$ cat src/rtl/clock_pkg.sv
// Shared clock-domain helpers: FSM state and
// counter sizing for the divider/measure pair.
package clock_pkg;

   typedef enum logic {
      WAIT_FIRST = 1'b0,
      MEASURE    = 1'b1
   } state_t;

   function automatic int timeout_cycles(
      input int ifreq,
      input int min_freq
   );
      return ifreq / min_freq;
   endfunction

   function automatic int cnt_width(
      input int timeout
   );
      return $clog2(timeout + 1);
   endfunction

endpackage

$ cat src/rtl/sync_edge.sv
// Two-flop synchroniser for one async bit with
// registered single-cycle rise/fall pulses.
module sync_edge (
   input  logic i_clk,
   input  logic i_reset,
   input  logic i_sig,
   output logic o_rise,
   output logic o_fall
);

   logic [2:0] sync_q;

   // shift the input through two sync stages plus a history bit
   always_ff @(posedge i_clk or posedge i_reset) begin
      if (i_reset) begin
         sync_q <= '0;
         o_rise <= 1'b0;
         o_fall <= 1'b0;
      end else begin
         sync_q <= {sync_q[1:0], i_sig};
         o_rise <= sync_q[1] & ~sync_q[2];
         o_fall <= ~sync_q[1] & sync_q[2];
      end
   end

endmodule

$ cat src/rtl/clock_measure.sv
// Measures period/high time of a slow async signal
// in i_clk cycles, with loss and lock detection.
module clock_measure
   import clock_pkg::*;
#(
   parameter  int IFREQ      = 96000000,
   parameter  int MIN_FREQ   = 1000,
   parameter  int LOCK_COUNT = 4,
   parameter  int TOL        = 1,
   localparam int TIMEOUT    = timeout_cycles(IFREQ, MIN_FREQ),
   localparam int CNT_W      = cnt_width(TIMEOUT)
) (
   input  logic             i_clk,
   input  logic             i_reset,
   input  logic             i_sig,
   output logic [CNT_W-1:0] o_period,
   output logic [CNT_W-1:0] o_high,
   output logic             o_valid,
   output logic             o_timeout,
   output logic             o_locked
);

   localparam int LK_W = $clog2(LOCK_COUNT + 1);
   localparam logic [CNT_W-1:0] CNT_MAX = CNT_W'(TIMEOUT);
   localparam logic [CNT_W-1:0] TOL_C   = CNT_W'(TOL);
   localparam logic [LK_W-1:0]  LK_MAX  = LK_W'(LOCK_COUNT);

   logic             rise;
   logic             fall;
   state_t           state_q;
   state_t           state_d;
   logic             load;
   logic             report;
   logic             expire;
   logic [CNT_W-1:0] cnt_q;
   logic [CNT_W-1:0] high_cap_q;
   logic [CNT_W-1:0] diff;
   logic [LK_W-1:0]  lock_q;
   logic [LK_W-1:0]  lock_inc;
   logic             has_prev_q;

   sync_edge u_sync (
      .i_clk   (i_clk),
      .i_reset (i_reset),
      .i_sig   (i_sig),
      .o_rise  (rise),
      .o_fall  (fall)
   );

   // state register
   always_ff @(posedge i_clk or posedge i_reset) begin
      if (i_reset) state_q <= WAIT_FIRST;
      else         state_q <= state_d;
   end

   // next state; a rise beats a same-cycle timeout
   always_comb begin
      state_d = state_q;
      load    = 1'b0;
      report  = 1'b0;
      expire  = 1'b0;
      unique case (state_q)
         WAIT_FIRST: begin
            if (rise) begin
               state_d = MEASURE;
               load    = 1'b1;
            end
         end
         MEASURE: begin
            if (rise) begin
               load   = 1'b1;
               report = 1'b1;
            end else if (cnt_q == CNT_MAX) begin
               expire  = 1'b1;
               state_d = WAIT_FIRST;
            end
         end
      endcase
   end

   // period distance to the previous result and next lock count
   always_comb begin
      diff     = (cnt_q >= o_period) ? cnt_q - o_period
                                     : o_period - cnt_q;
      lock_inc = (lock_q == LK_MAX) ? lock_q
                                    : lock_q + LK_W'(1);
   end

   // saturating period counter and high-time capture
   always_ff @(posedge i_clk or posedge i_reset) begin
      if (i_reset) begin
         cnt_q      <= '0;
         high_cap_q <= '0;
      end else begin
         if (load)
            cnt_q <= CNT_W'(1);
         else if (state_q == MEASURE && cnt_q != CNT_MAX)
            cnt_q <= cnt_q + CNT_W'(1);
         if (state_q == MEASURE && fall)
            high_cap_q <= cnt_q;
      end
   end

   // registered results and loss flag
   always_ff @(posedge i_clk or posedge i_reset) begin
      if (i_reset) begin
         o_period  <= '0;
         o_high    <= '0;
         o_valid   <= 1'b0;
         o_timeout <= 1'b0;
      end else begin
         o_valid <= report;
         if (report) begin
            o_period <= cnt_q;
            o_high   <= high_cap_q;
         end
         if (expire)    o_timeout <= 1'b1;
         else if (load) o_timeout <= 1'b0;
      end
   end

   // lock tracking; first period after a restart has no reference
   always_ff @(posedge i_clk or posedge i_reset) begin
      if (i_reset) begin
         lock_q     <= '0;
         o_locked   <= 1'b0;
         has_prev_q <= 1'b0;
      end else if (expire) begin
         lock_q     <= '0;
         o_locked   <= 1'b0;
         has_prev_q <= 1'b0;
      end else if (report) begin
         if (!has_prev_q) begin
            has_prev_q <= 1'b1;
         end else if (diff <= TOL_C) begin
            lock_q <= lock_inc;
            if (lock_inc == LK_MAX) o_locked <= 1'b1;
         end else begin
            lock_q   <= '0;
            o_locked <= 1'b0;
         end
      end
   end

endmodule

$ cat config.mk
export PLATFORM = sky130hd
export DESIGN_NAME = clock_measure
export DESIGN_NICKNAME = d
export VERILOG_FILES = /design/src/rtl/clock_pkg.sv /design/src/rtl/sync_edge.sv /design/src/rtl/clock_measure.sv
export SDC_FILE = /design/constraint.sdc
export NUM_CORES = 1
export LEC_CHECK = 0
export ABC_AREA = 1
export BUFFER_PORTS_ARGS = -buffer_cell sky130_fd_sc_hd__clkbuf_2
export CAP_MARGIN = 20
export CORE_UTILIZATION = 60
export DETAILED_ROUTE_END_ITERATION = 10
export GPL_TIMING_DRIVEN = 0
export MAX_ROUTING_LAYER = met4
export PLACE_DENSITY = 0.88
export SETUP_SLACK_MARGIN = 0.3
export SLEW_MARGIN = 20
export SYNTH_ARGS = -nofsm -noshare
export SYNTH_HDL_FRONTEND = slang
export SYNTH_SLANG_ARGS = --single-unit
$ cat constraint.sdc
create_clock -name i_clk -period 5.44 [get_ports i_clk]
set_input_delay 0.544 -clock i_clk [delete_from_list [all_inputs] [get_ports i_clk]]
set_output_delay 0.544 -clock i_clk [all_outputs]
set_load 0.05 [all_outputs]
; ---- Word level (Yosys, flattened, before mapping)
; Index checks and enable logic that the tools add are counted.
[totals]
register_bits = 81
input_bits = 3
out_inout_bits = 37
elab_cells = 62
[classes]
add_sub_neg = 4
n_lt_le_gt_ge = 2
eq_ne = 5
muxes = 25
n_bitwise = 5
reduce_logical = 8
[ops]
columns = op, count
row1 = two-way mux 17 bit, 3
row2 = subtractor 17 bit, 2
row3 = adder 17 x 1 -> 17 bit (second input constant), 1
row4 = == test 17 bit (second input constant), 1
row5 = greater-or-equal comparator 17 bit, 1
row6 = <= comparator 17 x 1 -> 1 bit (second input constant), 1
row7 = != test 17 bit (second input constant), 1
row8 = two-way mux 1 bit, 16
row9 = two-way mux 3 bit, 5
row10 = nonzero test 2 bit, 4
row11 = == test 3 bit (second input constant), 2
row12 = adder 3 x 1 -> 3 bit (second input constant), 1
row13 = != test 3 x 2 -> 1 bit (second input constant), 1
row14 = NOT 1 bit, 3
row15 = AND reduction 3 bit, 1
row16 = AND 1 bit, 2
row17 = logical AND 1 bit, 2
row18 = case mux 1 bit (2 select lines), 1
row19 = AND reduction 2 bit, 1

; ---- Depth between registers and ports, before layout
; Gate-level depths: netlist of run 1.
[depth]
depth_word = 8
ltp_mapped = 20
depth_no_buf = 19

; ---- Modules after synthesis
; From an unflattened synthesis of run 1, not the netlist that was laid out.
[unflattened]
hier_cells = 816
hier_area_um2 = 5656.7
[by_module_without_submodules]
columns = module, n_inst, cells_each, area_each_um2, seq_area_each_um2
row1 = clock_measure, 1, 806, 5512.8, 1901.8
row2 = sync_edge, 1, 10, 143.9, 125.1

; ---- Worst setup path before layout of run 1
; No wires, ideal clock.
[synth_path]
path_type = register -> register
startpoint = register o_period[8]
endpoint = register lock_q[0]
setup_ns = 0.079
t_arrival_ns = 2.538
t_required_ns = 5.361
slack_ns = 2.823
path_stages_with_launch = 16
path_buffers = 1
period_less_slack_ns = 2.617
path_cell_list = dfrtp_1 > inv_1 > ha_1 > nand2_1 > inv_1 > a21oi_1 > nand3_2 > nand2_4 > nand2_4 > buf_6 > nand2_1 > nand2_1 > xor2_1 > nor2_1 > nand2_2 > a21oi_1
[synth_via]
elab_chain_len = 7
elab_cells_between_ends = 9
cone_classes = 2 x add/sub / 2 x order compare / 5 x mux
[synth_rtl]
columns = item, line
row1 = "start, declared", clock_measure.sv:16  ; output logic [CNT_W-1:0] o_period,
row2 = "start signal, assigned", clock_measure.sv:114  ; o_period <= cnt_q;
row3 = subtractor 17 bit (tied with other cells), clock_measure.sv:84  ; : o_period - cnt_q;
row4 = two-way mux 17 bit (*), clock_measure.sv:83  ; diff = (cnt_q >= o_period) ? cnt_q - o_period
row5 = <= comparator 17 x 1 -> 1 bit (*), clock_measure.sv:135  ; end else if (diff <= TOL_C) begin
row6 = two-way mux 3 bit (*), clock_measure.sv:135
row7 = two-way mux 3 bit (*), clock_measure.sv:133  ; if (!has_prev_q) begin
row8 = two-way mux 3 bit (*), clock_measure.sv:132  ; end else if (report) begin
row9 = two-way mux 3 bit (*), clock_measure.sv:128  ; end else if (expire) begin
row10 = "end signal, assigned", clock_measure.sv:136  ; lock_q <= lock_inc;
row11 = "end, declared", clock_measure.sv:38  ; logic [LK_W-1:0] lock_q;
; Mark *: on every way between the ends. The rest lies on a longest branch, timed or not. The select of a mux whose other input is x is not followed.
; A chain may end at the register's enable or synchronous reset.

; ---- Worst setup path in the final report of run 1
[layout_path]
startpoint = register cnt_q[0]
endpoint = register o_locked
[layout_via]
elab_chain_len = 7
elab_cells_between_ends = 17
cone_classes = 2 x add/sub / 2 x order compare / 2 x eq/ne / 8 x mux / 3 x reduce/logical
[layout_rtl]
columns = item, line
row1 = "start, declared", clock_measure.sv:35  ; logic [CNT_W-1:0] cnt_q;
row2 = "start signal, assigned", clock_measure.sv:98  ; cnt_q <= cnt_q + CNT_W'(1);
row3 = subtractor 17 bit (tied with other cells), clock_measure.sv:84
row4 = two-way mux 17 bit, clock_measure.sv:83
row5 = <= comparator 17 x 1 -> 1 bit, clock_measure.sv:135
row6 = two-way mux 1 bit, clock_measure.sv:135
row7 = two-way mux 1 bit, clock_measure.sv:133
row8 = two-way mux 1 bit, clock_measure.sv:132
row9 = two-way mux 1 bit, clock_measure.sv:128
row10 = "end signal, assigned", clock_measure.sv:130  ; o_locked <= 1'b0;
row11 = "end signal, assigned", clock_measure.sv:137  ; if (lock_inc == LK_MAX) o_locked <= 1'b1;
row12 = "end signal, assigned", clock_measure.sv:140  ; o_locked <= 1'b0;
row13 = "end, declared", clock_measure.sv:20  ; output logic o_locked
; Parallel ways exist; a longest one is shown, timed or not. The select of a mux whose other input is x is not followed.

==> impl_metrics.tcl, run 1 <==
set metrics [dict create \
    cap_violations 0 \
    timing.rr.start "cnt_q[0]" \
    die_height_um 97.4 \
    htreeDepth 3 \
    clock_latency_ps 360 \
    p_leak_uw 0.00331 \
    ys_seq_elements 81 \
    dr.pass1.iters 8 \
    irDropWorstVdd_v 0.000299 \
    initial_core_util 0.623 \
    status "finished, final reports clean" \
    nets 877 \
    fp.dieW_um 97.4 \
    num_io_pins 40 \
    min_path_type "in2async" \
    dieArea_um2 9490 \
    yosysTopAreaCell "dfrtp_1" \
    end_kind "register" \
    synth_area_leaders "dfrtp_1, nand2_1, ha_1, inv_1, o21ai_0" \
    rrSetupSlack_ps 2540 \
    io_buffer_count 39 \
    endpoint "o_locked" \
    fin_cells 948 \
    drt_iter0_markers 358 \
    grt_pass1_vias 5257 \
    synth_top_area_frac 0.371 \
    track_usage 0.324 \
    ant_nets 0 \
    ys_types 38 \
    cp.arrival_ps 3180 \
    gr-max-usage-layer "met2" \
    synth_edf_count 0 \
    setup.worst_path.class "reg2reg" \
    synthArstFlopShare 1.00 \
    fin_crit_sh 0.533 \
    cts_setup_buffers 0 \
    holdBufCountCts 0 \
    rsz0062_at_grt "false" \
    wl_um 14000 \
    synth_cells 784 \
    drt-vias-per-instance 5.58 \
    grt_max_degree 46 \
    crit_path_start_kind "register" \
    cts_inserted_buffers 9 \
    synth_commonest_cells "nand2_1, inv_1, dfrtp_1" \
    grtUsageMet2 0.536 \
    multi_input_area_um2 2920 \
    required_ps 5720 \
    grt_use_met3 0.0331 \
    placed_cell_area_um2 5820 \
    fin_area_um2 6030 \
    reg2reg_depth 18 \
    num_vias 5291 \
    fillCellCount 728 \
    diodes 0 \
    hpwl_um 11000 \
    fmax_ghz 0.345 \
    period_needed_ps 2900 \
    wl_per_cell_um 14.8 \
    yosysWarnings 0 \
    cts.sink_count 81 \
    dp_cells 932 \
    cts-root-buf "clkbuf_8" \
    power_density_nw_per_um2 506 \
    cts_tree "yes" \
    clkTransAtPathRegs_ps 90 \
    yosysMostFrequentCell "nand2_1" \
    crit_fanout 6 \
    met1_usage 0.399 \
    slew_viol_final 0 \
    drc 0 \
    worstMarginPinSlew_ps 736 \
    syn_area_um2 5460 \
    relSlewSlack 0.504 \
    crit_path_start "cnt_q[0]" \
    tns_ps 0 \
    synthToLayoutAreaGrowth_pct 10.3 \
    yosysSeqAreaShare 0.371 \
    drive_gt1_frac 0.105 \
    num_rows 34 \
    antenna_found_initial 0 \
    r2r-end "o_locked" \
    finalClockSkew_ps 10.8 \
    place.gp.congestion 1.03 \
    grt_pass1_wl_um 24100 \
    clock_path_buffers 2 \
    core-area_um2 8760 \
    grt_overflow 0 \
    power.total_uw 3050 \
    cts_resized 0 \
    setup_violations 0 \
    synth_area_per_cell_um2 6.97 \
    synthFlopType "dfrtp_1" \
    syn_nets 826 \
    seq_area_um2 2030 \
    finalHoldViolCount 0 \
]
[power breakdown]
group / internal [uW] / switching, uW
Sequential: 662 / 59.7
Combinational: 625 / 1240
Clock: 229 / 227
[critical path, stage by stage (launching register included)]
cell and delay (ps):
dfrtp_1 430, inv_1 160, ha_1 230, inv_1 150
fa_1 220, nand2_1 70, nand2_1 110, nand2_1 90
o21ai_0 440, nand2_1 110, nand3_1 90, nand2_1 60
nand3_1 70, nand2_1 60, nor2_1 120, nand2_1 90
nor2_2 100, nand2_2 80, a21oi_1 150
[cell families after synthesis]
family | count (synthesis) | synth area share
xor+xnor | 8 | 0.0128
simple gates | 420 | 0.331
buf+inv | 134 | 0.0946
flops | 81 | 0.371
fa+ha+maj | 39 | 0.0921
compound gates | 102 | 0.0989
[how the worst min path moves through the flow]
stage	from	end	slack (ps)
floorplan	u_sync.sync_q[0]	u_sync.sync_q[1]	330
global placement	u_sync.sync_q[0]	u_sync.sync_q[1]	340
detailed placement	u_sync.sync_q[0]	u_sync.sync_q[1]	340
CTS	i_reset	o_high[10]	200
global route	i_reset	high_cap_q[10]	220
finish	i_reset	o_high[9]	190
[metrics by stage]
| stage | setup slack, ps | util | hold WS [ps] |
|---|---|---|---|
| after floorplan | 2820 | - | 331 |
| after global placement | 2060 | 0.661 | 338 |
| after detailed placement | 2580 | 0.664 | 338 |
| after CTS | 2560 | 0.688 | 202 |
| after global routing | 2250 | 0.688 | 223 |
| final | 2540 | 0.688 | 189 |
[sequential cells by signal, summed over array words and instances (netlist names)]
signal	cells
cnt_q	17
high_cap_q	17
o_high	17
o_period	17
lock_q	3
u_sync.sync_q	3
has_prev_q	1
o_locked	1
o_timeout	1
o_valid	1
state_q	1
u_sync.o_fall	1
u_sync.o_rise	1
[per-layer routing]
layer | routed length, um | part of all wire
met4 | 612 | 0.044
met2 | 6760 | 0.48
met3 | 935 | 0.067
met1 | 5700 | 0.41
met5 | 0 | 0
[cell type report]
| type | instances | share of cell area |
|---|---|---|
| Multi-Input combinational cell | 569 | 0.484 |
| Sequential cell | 81 | 0.336 |
| Inverter | 120 | 0.0752 |
| Timing Repair Buffer | 40 | 0.0357 |
| Clock buffer | 10 | 0.0228 |
| Tap cell | 108 | 0.0224 |
| Clock inverter | 6 | 0.0120 |
| Buffer | 14 | 0.0110 |
[cells in the final DEF, fill, tap and decap left out, types with 12 or more instances in the layout]
cell      count
ha_1         37
inv_1       115
nand2_1     288
o21ai_0      53
nor2_1       38
a21oi_1      40
dfrtp_1      81
clkbuf_2     39
nand3_1      42
nand4_1      12
(Power assumes the default switching activity.)
==> run 2: changes to the inputs <==
==> constraint.sdc (replaced) <==
create_clock -name i_clk -period 3 [get_ports i_clk]
set_input_delay 0.3 -clock i_clk [delete_from_list [all_inputs] [get_ports i_clk]]
set_output_delay 0.3 -clock i_clk [all_outputs]
set_load 0.05 [all_outputs]
==> impl_metrics.tcl, run 2 (synthesis results as in run 1) <==
set metrics [dict create \
    setup_violations 0 \
    core-area_um2 8760 \
    fin_crit_sh 0.872 \
    p_int_uw 3250 \
    crit_path_start "cnt_q[2]" \
    period_needed_ps 2620 \
    r2r-end "lock_q[2]" \
    drt_iter0_markers 366 \
    wl_um 15200 \
    drt-vias-per-instance 5.63 \
    num_vias 5513 \
    dr.pass1.iters 6 \
    synthToLayoutAreaGrowth_pct 19.4 \
    clock_latency_ps 360 \
    htreeDepth 3 \
    worstMarginPinSlew_ps 598 \
    switching_power_uw 3100 \
    num_rows 34 \
    timing.rr.start "cnt_q[2]" \
    die_height_um 97.4 \
    end_kind "register" \
    power_density_nw_per_um2 974 \
    antenna_found_initial 0 \
    cts.sink_count 81 \
    sequentialPowerShare 0.206 \
    cap_violations 0 \
    crit_path_start_kind "register" \
    finalHoldViolCount 0 \
    clkTransAtPathRegs_ps 90 \
    dp_cells 932 \
    finalClockSkew_ps 11.3 \
    diodes 0 \
    irDropWorstVdd_v 0.000564 \
    grt_pass1_vias 5301 \
    slew_viol_final 0 \
    ant_nets 0 \
    drc 0 \
    cp.arrival_ps 2910 \
    fp.dieW_um 97.4 \
    p_comb_frac 0.663 \
    fillCellCount 635 \
    setup.worst_path.class "reg2reg" \
    dieArea_um2 9490 \
    grt_pass1_wl_um 24300 \
    clockPowerShare 0.131 \
    holdWs_ps 41.7 \
    initial_core_util 0.623 \
    mostFrequentLayoutCell "nand2_1" \
    place.gp.congestion 1.03 \
    cts_inserted_buffers 9 \
    rsz0062_at_grt "true" \
    crit_fanout 7 \
    relSlewSlack 0.597 \
    min_path_type "in2reg" \
    reg2reg_depth 16 \
    wl_per_cell_um 15.5 \
    p_leak_uw 0.00348 \
    final_cell_mix "nand2_1, inv_1, dfrtp_1" \
    switching_share 0.488 \
    fmax_ghz 0.382 \
    num_io_pins 40 \
    required_ps 3300 \
    cts-root-buf "clkbuf_8" \
    setup_ws_ps 385 \
    fin_cells 979 \
    power.total_uw 6350 \
    cts_tree "yes" \
    io_buffer_count 39 \
    post-route-util 0.744 \
    rrSetupSlack_ps 380 \
    endpoint "lock_q[2]" \
    grt_overflow 0 \
    dp_slack_ps 143 \
    track_usage 0.327 \
    status "finished, final reports clean" \
    grt_max_degree 46 \
    drive_gt1_frac 0.189 \
    clock_path_buffers 2 \
    nets 908 \
    hpwl_um 11000 \
]
-- run 2: changes by cell type in the layout (fill, tap and decap cells not counted), moves of 7 or more --
cell / previous run / this run
buf_4: 1 / 29
nand2_1: 288 / 280
ha_2: 0 / 9
nand2_2: 7 / 14
ha_1: 37 / 24
-- run 2: power groups by stage --
stage,combinational (uW),sequential (uW),clock (uW)
after global routing,4670,1330,878
after global placement,3250,1320,0
after floorplan,2470,1460,0
after detailed placement,3340,1330,0
final,4210,1310,832
after CTS,3400,1310,832
-- run 2: timing repair --
item,CTS,global route
setup endpoints to repair,4,7
hold buffers,1,0
cloned,0,1
endpoints found under the hold margin,36,0
pin swaps,1,15
buffers inserted,3,26
resized for setup,9,58
-- run 2: worst min path at each step --
stage	cells after the start	end	start
CTS	1	u_sync.sync_q[0]	i_sig
finish	1	u_sync.sync_q[0]	i_sig
global placement	0	u_sync.sync_q[1]	u_sync.sync_q[0]
detailed placement	2	high_cap_q[10]	i_reset
global route	1	u_sync.sync_q[0]	i_sig
floorplan	0	u_sync.sync_q[1]	u_sync.sync_q[0]
-- run 2: metrics by stage --
stage	TNS [ps]	cell area, um^2
global placement	-10920	5790
detailed placement	0	5820
CTS	0	6080
floorplan	0	5460
finish	0	6520
global route	0	6520
-- run 2: area by class of cell --
type	count	area [um^2]	area share
timing repair buffer	71	484	0.0743
buffer	14	78.8	0.0121
clock buffer	10	138	0.0211
clock inverter	6	72.6	0.0111
sequential	81	2030	0.311
tap	108	135	0.0207
inverter	120	457	0.0700
multi-input combinational	569	3130	0.479
-- run 2: metal layers --
metal / share of wire / up-vias / routed length (um) / track usage
li1: - / 2630 / - / -
met1: 0.40 / 2573 / 6130 / 0.403
met2: 0.48 / 239 / 7360 / 0.540
met3: 0.060 / 71 / 915 / 0.0309
met4: 0.051 / 0 / 779 / 0.163
met5: 0 / - / 0 / -
-- run 2: critical path: stages, from the launching register on --
cell     delay [ps]
dfrtp_1         450
ha_2            430
nand2_1         140
nor2_2          170
nand3_2         140
nand3_4         150
nand2_8          90
nand2_8         100
buf_8           110
nand2_1          50
nand3_1          80
nand2_1          60
nor2_1          120
nand2_1          90
nor2_2          120
nand2_2         110
a21oi_2         160
